## src/rtl/keypad_pkg.sv

```systemverilog
// Shared types and key encoding for the 4x4 keypad scanner and its consumers.
// Direction codes are the values game_control expects on key_in.
package keypad_pkg;

    typedef enum logic [1:0] {
        ST_SCAN     = 2'd0,
        ST_DEBOUNCE = 2'd1,
        ST_HELD     = 2'd2,
        ST_RELEASE  = 2'd3
    } kp_state_e;

    localparam logic [3:0] KEY_UP    = 4'h2;
    localparam logic [3:0] KEY_DOWN  = 4'h8;
    localparam logic [3:0] KEY_LEFT  = 4'h4;
    localparam logic [3:0] KEY_RIGHT = 4'h6;

    // Rows top-to-bottom, columns left-to-right; '*' encodes as E and '#' as F.
    function automatic logic [3:0] map_key(input logic [1:0] row_idx, input logic [1:0] col_idx);
        logic [3:0] code;
        case ({row_idx, col_idx})
            4'h0: code = 4'h1;
            4'h1: code = KEY_UP;
            4'h2: code = 4'h3;
            4'h3: code = 4'hA;
            4'h4: code = KEY_LEFT;
            4'h5: code = 4'h5;
            4'h6: code = KEY_RIGHT;
            4'h7: code = 4'hB;
            4'h8: code = 4'h7;
            4'h9: code = KEY_DOWN;
            4'hA: code = 4'h9;
            4'hB: code = 4'hC;
            4'hC: code = 4'hE;
            4'hD: code = 4'h0;
            4'hE: code = 4'hF;
            default: code = 4'hD;
        endcase
        return code;
    endfunction

    function automatic logic single_low(input logic [3:0] rows);
        logic hit;
        case (rows)
            4'b1110, 4'b1101, 4'b1011, 4'b0111: hit = 1'b1;
            default: hit = 1'b0;
        endcase
        return hit;
    endfunction

    function automatic logic [1:0] row_index(input logic [3:0] rows);
        logic [1:0] idx;
        case (rows)
            4'b1101: idx = 2'd1;
            4'b1011: idx = 2'd2;
            4'b0111: idx = 2'd3;
            default: idx = 2'd0;
        endcase
        return idx;
    endfunction

endpackage

```

## src/rtl/sync_2ff.sv

```systemverilog
// Two-flop synchronizer for asynchronous level inputs, parameterized width.
module sync_2ff #(
    parameter int                WIDTH   = 1,
    parameter logic [WIDTH-1:0]  RST_VAL = '0
) (
    input  logic              clk_50MHz_i,
    input  logic              rst_async_la_i,
    input  logic [WIDTH-1:0]  d,
    output logic [WIDTH-1:0]  q
);

    logic [WIDTH-1:0] meta;

    always_ff @(posedge clk_50MHz_i or negedge rst_async_la_i) begin
        if (!rst_async_la_i) begin
            meta <= RST_VAL;
            q    <= RST_VAL;
        end else begin
            meta <= d;
            q    <= meta;
        end
    end

endmodule

```

## src/rtl/keypad_scanner.sv

```systemverilog
// 4x4 matrix keypad scanner: column scan, debounce, hex encode, one strobe per press.
// Optional auto-repeat while held is built when KEYPAD_REPEAT_EN is defined.
//
//   state       | meaning
//   ------------+------------------------------------------------------------
//   ST_SCAN     | rotate the driven column, sample rows at end of each dwell
//   ST_DEBOUNCE | column frozen, latched row pattern must stay stable
//   ST_HELD     | key accepted, waiting for all rows to go high
//   ST_RELEASE  | rows all high, must stay high for the debounce time
module keypad_scanner
    import keypad_pkg::*;
#(
    parameter int SCAN_DIV        = 50000,
    parameter int DEBOUNCE_CYCLES = 1000000,
    parameter int REPEAT_CYCLES   = 25000000
) (
    input  logic        clk_50MHz_i,
    input  logic        rst_async_la_i,
    input  logic [3:0]  row_i,
    output logic [3:0]  col_o,
    output logic [3:0]  key_o,
    output logic        key_valid_o,
    output logic        key_held_o
);

    localparam int DW = (SCAN_DIV > 2)        ? $clog2(SCAN_DIV)        : 1;
    localparam int SW = (DEBOUNCE_CYCLES > 2) ? $clog2(DEBOUNCE_CYCLES) : 1;
    localparam logic [DW-1:0] DIV_LAST = DW'(SCAN_DIV - 1);
    localparam logic [SW-1:0] DEB_LAST = SW'(DEBOUNCE_CYCLES - 1);

    if (SCAN_DIV < 4) begin : g_bad_scan_div
        $error("keypad_scanner: SCAN_DIV must be at least 4");
    end
    if (DEBOUNCE_CYCLES < 2 || REPEAT_CYCLES < 2) begin : g_bad_cycles
        $error("keypad_scanner: DEBOUNCE_CYCLES and REPEAT_CYCLES must be at least 2");
    end

    kp_state_e        state, state_nx;
    logic [3:0]       row_s;
    logic [3:0]       row_lat;
    logic [1:0]       col_idx;
    logic [DW-1:0]    div_cnt;
    logic [SW-1:0]    stab_cnt;

    logic div_clr, col_adv, stab_clr, row_latch, accept, release_done, rep_strobe;

    sync_2ff #(
        .WIDTH   (4),
        .RST_VAL (4'hF)
    ) u_row_sync (
        .clk_50MHz_i    (clk_50MHz_i),
        .rst_async_la_i (rst_async_la_i),
        .d              (row_i),
        .q              (row_s)
    );

    assign col_o = ~(4'b0001 << col_idx);

`ifdef KEYPAD_REPEAT_EN
    localparam int RW = $clog2(REPEAT_CYCLES);
    localparam logic [RW-1:0] REP_LAST = RW'(REPEAT_CYCLES - 1);
    logic [RW-1:0] rep_cnt;
`endif

    always_comb begin
        state_nx     = state;
        div_clr      = 1'b0;
        col_adv      = 1'b0;
        stab_clr     = 1'b0;
        row_latch    = 1'b0;
        accept       = 1'b0;
        release_done = 1'b0;
        rep_strobe   = 1'b0;
        case (state)
            ST_SCAN: begin
                if (div_cnt == DIV_LAST) begin
                    // Zero or several low rows are ghosting/no-key: keep scanning.
                    if (single_low(row_s)) begin
                        row_latch = 1'b1;
                        stab_clr  = 1'b1;
                        state_nx  = ST_DEBOUNCE;
                    end else begin
                        col_adv = 1'b1;
                        div_clr = 1'b1;
                    end
                end
            end
            ST_DEBOUNCE: begin
                if (row_s != row_lat) begin
                    col_adv  = 1'b1;
                    div_clr  = 1'b1;
                    state_nx = ST_SCAN;
                end else if (stab_cnt == DEB_LAST) begin
                    accept   = 1'b1;
                    state_nx = ST_HELD;
                end
            end
            ST_HELD: begin
                if (row_s == 4'hF) begin
                    stab_clr = 1'b1;
                    state_nx = ST_RELEASE;
                end
`ifdef KEYPAD_REPEAT_EN
                else if (rep_cnt == REP_LAST) begin
                    rep_strobe = 1'b1;
                end
`endif
            end
            ST_RELEASE: begin
                if (row_s != 4'hF) begin
                    state_nx = ST_HELD;
                end else if (stab_cnt == DEB_LAST) begin
                    release_done = 1'b1;
                    col_adv      = 1'b1;
                    div_clr      = 1'b1;
                    state_nx     = ST_SCAN;
                end
            end
            default: state_nx = ST_SCAN;
        endcase
    end

    always_ff @(posedge clk_50MHz_i or negedge rst_async_la_i) begin
        if (!rst_async_la_i) begin
            state       <= ST_SCAN;
            div_cnt     <= '0;
            stab_cnt    <= '0;
            col_idx     <= 2'd0;
            row_lat     <= 4'hF;
            key_o       <= 4'h0;
            key_valid_o <= 1'b0;
            key_held_o  <= 1'b0;
        end else begin
            state <= state_nx;

            if (div_clr)
                div_cnt <= '0;
            else if (state == ST_SCAN && div_cnt != DIV_LAST)
                div_cnt <= div_cnt + 1'b1;

            if (col_adv)
                col_idx <= col_idx + 2'd1;

            if (row_latch)
                row_lat <= row_s;

            if (stab_clr)
                stab_cnt <= '0;
            else if ((state == ST_DEBOUNCE || state == ST_RELEASE) && stab_cnt != DEB_LAST)
                stab_cnt <= stab_cnt + 1'b1;

            key_valid_o <= accept | rep_strobe;

            if (accept)
                key_o <= map_key(row_index(row_lat), col_idx);

            if (accept)
                key_held_o <= 1'b1;
            else if (release_done)
                key_held_o <= 1'b0;
        end
    end

`ifdef KEYPAD_REPEAT_EN
    // Repeat phase restarts at acceptance and simply pauses across release bounces.
    always_ff @(posedge clk_50MHz_i or negedge rst_async_la_i) begin
        if (!rst_async_la_i)
            rep_cnt <= '0;
        else if (accept || rep_strobe)
            rep_cnt <= '0;
        else if (state == ST_HELD && row_s != 4'hF)
            rep_cnt <= rep_cnt + 1'b1;
    end
`endif

endmodule

```

## config.mk

```make
export PLATFORM = sky130hd
export DESIGN_NAME = keypad_scanner
export DESIGN_NICKNAME = d
export VERILOG_FILES = /design/src/rtl/keypad_pkg.sv /design/src/rtl/sync_2ff.sv /design/src/rtl/keypad_scanner.sv
export SDC_FILE = /design/constraint.sdc
export NUM_CORES = 1
export LEC_CHECK = 0
export CAP_MARGIN = 5
export CORE_ASPECT_RATIO = 1.2
export CORE_UTILIZATION = 45
export DETAILED_ROUTE_END_ITERATION = 10
export PLACE_DENSITY = 0.74
export SYNTH_ARGS = -nofsm -noshare
export SYNTH_HDL_FRONTEND = slang
export SYNTH_SLANG_ARGS = --single-unit
```

## constraint.sdc

```tcl
create_clock -name clk_50MHz_i -period 2.4 [get_ports clk_50MHz_i]
set_input_delay 0.48 -clock clk_50MHz_i [delete_from_list [all_inputs] [get_ports clk_50MHz_i]]
set_output_delay 0.48 -clock clk_50MHz_i [all_outputs]
set_load 0.1 [all_outputs]
```

# Word level (Yosys, flattened, before mapping)
# Memories as Yosys holds them, arrays and structs flattened. A register that Yosys moved wholly into a read port is not among the register bits.
# Index checks and enable logic that the tools add are counted.
# W data, S select, Z words.
# totals
register_bits	54
mem_bits_ro	64
input_bits	6
output_inout_bits	10
wordCells	80
n_memories	1
# op_classes
add_sub_neg	3
n_eq_ne	22
shift	1
muxes	33
bitwise_logic	1
n_reduce_logical	10
# memory_table
name	depth	width	read_ports	rd_ports_with_merged_regs	wr	line_no	source
(name not given)	16	4	1	1	0	keypad_pkg.sv:20	case ({row_idx, col_idx})
# op_table
op	count
$mux W20	2
$mux W16	2
$eq A4 B4 Y1 const B	6
$add A20 B1 Y20 const B	1
$eq A20 B20 Y1 const B	1
$ne A20 B20 Y1 const B	1
$mux W1	17
$add A16 B1 Y16 const B	1
$eq A16 B16 Y1 const B	1
$mux W2	8
$ne A16 B16 Y1 const B	1
$eq A4 B3 Y1 const B	2
$pmux W2 S4	1
$ne A2 B2 Y1 const B	3
$ne A3 B3 Y1 const B	2
$pmux W2 S3	1
$reduce_bool A2 Y1	3
$reduce_and A5 Y1	1
$eq A2 B2 Y1 const B	2
$ne A4 B4 Y1	1
$ne A4 B4 Y1 const B	1
$not A4 Y4	1
$reduce_or A4 Y1	1
$shl A1 B2 Y4 const A	1
other kinds (8)	9

# Logic depth before layout (Yosys ltp)
# depth
ltp_word	9
mapped_depth	8

# Modules after synthesis
# Synthesis repeated with hierarchy kept, for this count alone.
# unflattened
hier_cells	290
area_unflattened_um2	3025.4
# modules_own_cells
module	instances	cells_per_inst	area_per_inst_um2	seq_area_each_um2
keypad_scanner	1	282	2815.2	1256.2
sync_2ff	1	8	210.2	210.2

# Worst setup path after synthesis
# OpenSTA, ideal clock, no wires.
# synth_path
kind	reg2reg
from	reg col_idx[0]
to	reg key_o[1]
setup_ps	126
arrival_time_ps	1751
t_required_ps	2274
slack_ps	523
path_stages_with_launch	6
path_buffers	0
period_less_slack_ps	1877
cell_sequence	dfrtp_1 > inv_1 > ha_1 > inv_1 > mux4_2 > mux2i_1
# synth_lines
element	line_no	source
from (decl)	keypad_scanner.sv:41	logic [1:0] col_idx;
from (signal assigned)	keypad_scanner.sv:142	col_idx <= col_idx + 2'd1;
to (decl)	keypad_scanner.sv:21	output logic [3:0] key_o,

# Worst setup path in the final report
# layout_path
from	reg div_cnt[0]
to	reg stab_cnt[5]
# layout_between
elab_chain_cells	4
word_cells_on_any_way	5
cone_classes	eq/ne (1); mux (3); reduce/logical (1)
# layout_lines
element	line_no	source
from (decl)	keypad_scanner.sv:42	logic [DW-1:0] div_cnt;
from (signal assigned)	keypad_scanner.sv:139	div_cnt <= div_cnt + 1'b1;
$eq A16 B16 Y1 *	keypad_scanner.sv:76	if (div_cnt == DIV_LAST) begin
$mux W1 *	keypad_scanner.sv:76	
$pmux W1 S2 *	keypad_scanner.sv:74	case (state)
$mux W20 or $reduce_bool A2 Y1 (tied branches)	-	
to (signal assigned)	keypad_scanner.sv:150	stab_cnt <= stab_cnt + 1'b1;
to (decl)	keypad_scanner.sv:43	logic [SW-1:0] stab_cnt;
# Mark *: on every way between the ends. The rest lies on a longest branch, timed or not.
# A chain may end at the register's enable or synchronous reset.

==> metrics.txt <==
Max clock buf depth 2; async set-reset flop share out of synthesis between 90% and 100%; Static Leak between 1.5 and 2 nW; Yosys reg bits 58; first-pass GRT wire length slightly below 10 mm; Power Dens Cells approximately 550 nW/um^2; CP max FO 15; initial antenna violation count 0; GRT Util Overall 17.5%; Final Hold Fails 0; Final Cycle Share between 80 and 90%; CTS Sinks between 50 and 60; HP Class input pin to async pin; First-pass DRT Iterations 4; FMAX ~500 MHz; status completed; clock slew at reported path FFs about 0.07 ns; via count of the first global-routing pass around 2,100; post-CTS setup buffer count 0; r2r endpoint stab_cnt[5]$_DFFE_PN0P_; Root Driver clkbuf_8; most common cell after layout, fill and taps aside dfrtp_1; minimum clock period after layout around 2.0 ns; final std cells w/o fill between 400 and 500; max-slew violations 0; Vias 2,141; Buf+Inv Stages, Crit Path 1; CP cell instances ha_1, and3_1, nand4_1, nand3b_4, o21ai_1, buf_4, nor3_1; initial core utilization approximately 47%; Post-CTS Resized 0; Skew-Pair Late Insertion Delay about 0.34 ns; Post-Syn Area around 3100 sq um; CP max stage delay approximately 0.4 ns; post-DR vias/cell ~5.3; Layout area overhead 15.0%; grt total ovfl 0; most frequent cells in the layout dfrtp_1, nor2_1, xnor2_1; per-cell routed wire length about 14 um; die width 77.5 um; worst-margin pin slew 0.492 ns; post-DP HPWL around 3.9 mm; Post-synth EDFFs 0; VDD IR max about 0.42 mV; Layout Skew between 0.009 and 0.01 ns; Synthesized Nets between 300 and 400; WP data required approximately 2.6 ns; setup tns final 0 ns; RePlAce Congestion approximately 0.81; CP arrival 2.26 ns; mean post-synth cell area around 11 sq um; Die Height 92.6 um; Crit. End Element flop; routed wire length between 5 and 6 mm; Die ar. ~7200 sq um; slowest CP cell dfrtp_1; fill count 570; CTS Hold Buffers Added 0; Post-Syn Instances 290; Core Box Area roughly 6500 sq um; CTS tree done; Critical Path Start Type flop; register area share after synthesis 47.6%; ANT cells 0; max cap viols 0; crit path kind flop to flop; num rows 32; Starting DRT DRC Count 148; io pins 16; Multi-input gate area about 1500 sq um; CTS Buf Count 9; largest net degree at the start of global routing 38; Yosys warning count 0; H-tree levels 3; # DRC 0; layout cell share with drive strength beyond 1 between 10% and 20%; R2R Setup Slk ~0.36 ns; RSZ-0062 raised after global routing false; count of unique library cells instantiated by Yosys 43; final net count 326; dpl cells 386; Main synth FF type dfrtp_1; Routed Antenna Nets 0; reg2reg path depth 7; FF+latch area approximately 1500 sq um; Port Buffers 15; FF-to-FF Start div_cnt[0]$_DFFE_PN0P_; CP Launch Point div_cnt[0]$_DFFE_PN0P_; # setup viols final 0; delay-heaviest family, CP simple AND/OR/NAND/NOR gates; Worst slew margin about two thirds
worst reg2reg max path, cell delays in order (launching register included):
cell,delay (ns)
dfrtp_1,0.40
ha_1,0.20
and3_1,0.21
nand4_1,0.19
nand3b_4,0.26
o21ai_1,0.29
buf_4,0.30
nor3_1,0.08
per-layer routing:
layer | global-route usage, % | vias to the layer above | part of all wire (%)
met5 | 0 | - | 0
met4 | 11.0 | 0 | 2.9
met3 | 3.55 | 12 | 2.3
met2 | 26.9 | 37 | 48
met1 | 22.5 | 1027 | 47
li1 | - | 1065 | -
flip-flops by register name (all words and copies together) (netlist names):
name / count
u_row_sync.meta: 4
div_cnt: 16
key_o: 4
row_lat: 4
key_valid_o: 1
col_idx: 2
state: 2
u_row_sync.q: 4
stab_cnt: 20
key_held_o: 1
through the flow:
stage | worst slack (ns) | util [%] | area (sq um) | hold slack [ns] | total power, mW
6_report | 0.359 | 54.3 | 3540 | 0.102 | 1.95
5_1_grt | 0.159 | 54.3 | 3540 | 0.123 | 2.03
4_1_cts | 0.328 | 54.3 | 3540 | 0.104 | 1.98
3_5_place_dp | 0.380 | 51.1 | 3340 | 0.347 | 1.06
3_3_place_gp | 0.373 | 51.1 | 3340 | 0.346 | 1.06
2_1_floorplan | 0.523 | - | 3080 | 0.184 | 1.03
area by class of cell:
type / count / area share (%)
Timing Repair Buffer: 22 / 6.29
Inverter: 9 / 0.954
Multi-Input combinational cell: 212 / 42.5
Tap cell: 85 / 3.00
Clock buffer: 12 / 4.38
Clock inverter: 4 / 1.41
Sequential cell: 58 / 41.4
cell families after synthesis:
| logic type | count (synthesis) | share of synthesized area, % |
|---|---|---|
| AOI/OAI and AO/OA | 20 | 4.11 |
| xor gates and xnor gates | 39 | 11.1 |
| adders and majority gates | 8 | 3.25 |
| buffers and inverters | 20 | 3.41 |
| DFF | 58 | 47.6 |
| muxes | 14 | 5.65 |
| and+or+nand+nor | 131 | 24.8 |
cell usage after synthesis, drive strengths merged (6+ instances only):
library cell / number / share of area [%]
inv: 9 / 1.1
nor2: 40 / 4.9
and4: 11 / 3.1
dfstp: 12 / 10
o21ai: 6 / 0.98
mux2: 8 / 3.3
xor2: 18 / 5.1
dfrtp: 46 / 37
nand2: 9 / 1.1
xnor2: 21 / 6.0
nor3: 9 / 1.5
nand4: 9 / 1.8
nand3: 20 / 3.7
ha: 8 / 3.3
buf: 7 / 1.8
a21oi: 6 / 0.98
and3: 13 / 2.6
how the worst max path moves through the flow:
stage,to,slack (ns),depth (start not counted)
floorplan,key_o[1]$_DFFE_PN0P_,0.52,5
global placement,stab_cnt[5]$_DFFE_PN0P_,0.37,6
detailed placement,stab_cnt[5]$_DFFE_PN0P_,0.38,7
CTS,stab_cnt[5]$_DFFE_PN0P_,0.33,7
global route,stab_cnt[5]$_DFFE_PN0P_,0.16,7
finish,stab_cnt[5]$_DFFE_PN0P_,0.36,7
report_power, final:
part,total (mW),leakage (nW),switching (mW),internal (mW)
Sequential,0.998,0.754,0.00718,0.991
Combinational,0.0427,0.792,0.0260,0.0167
Clock,0.910,0.0986,0.376,0.534
(Power assumes the default switching activity.)
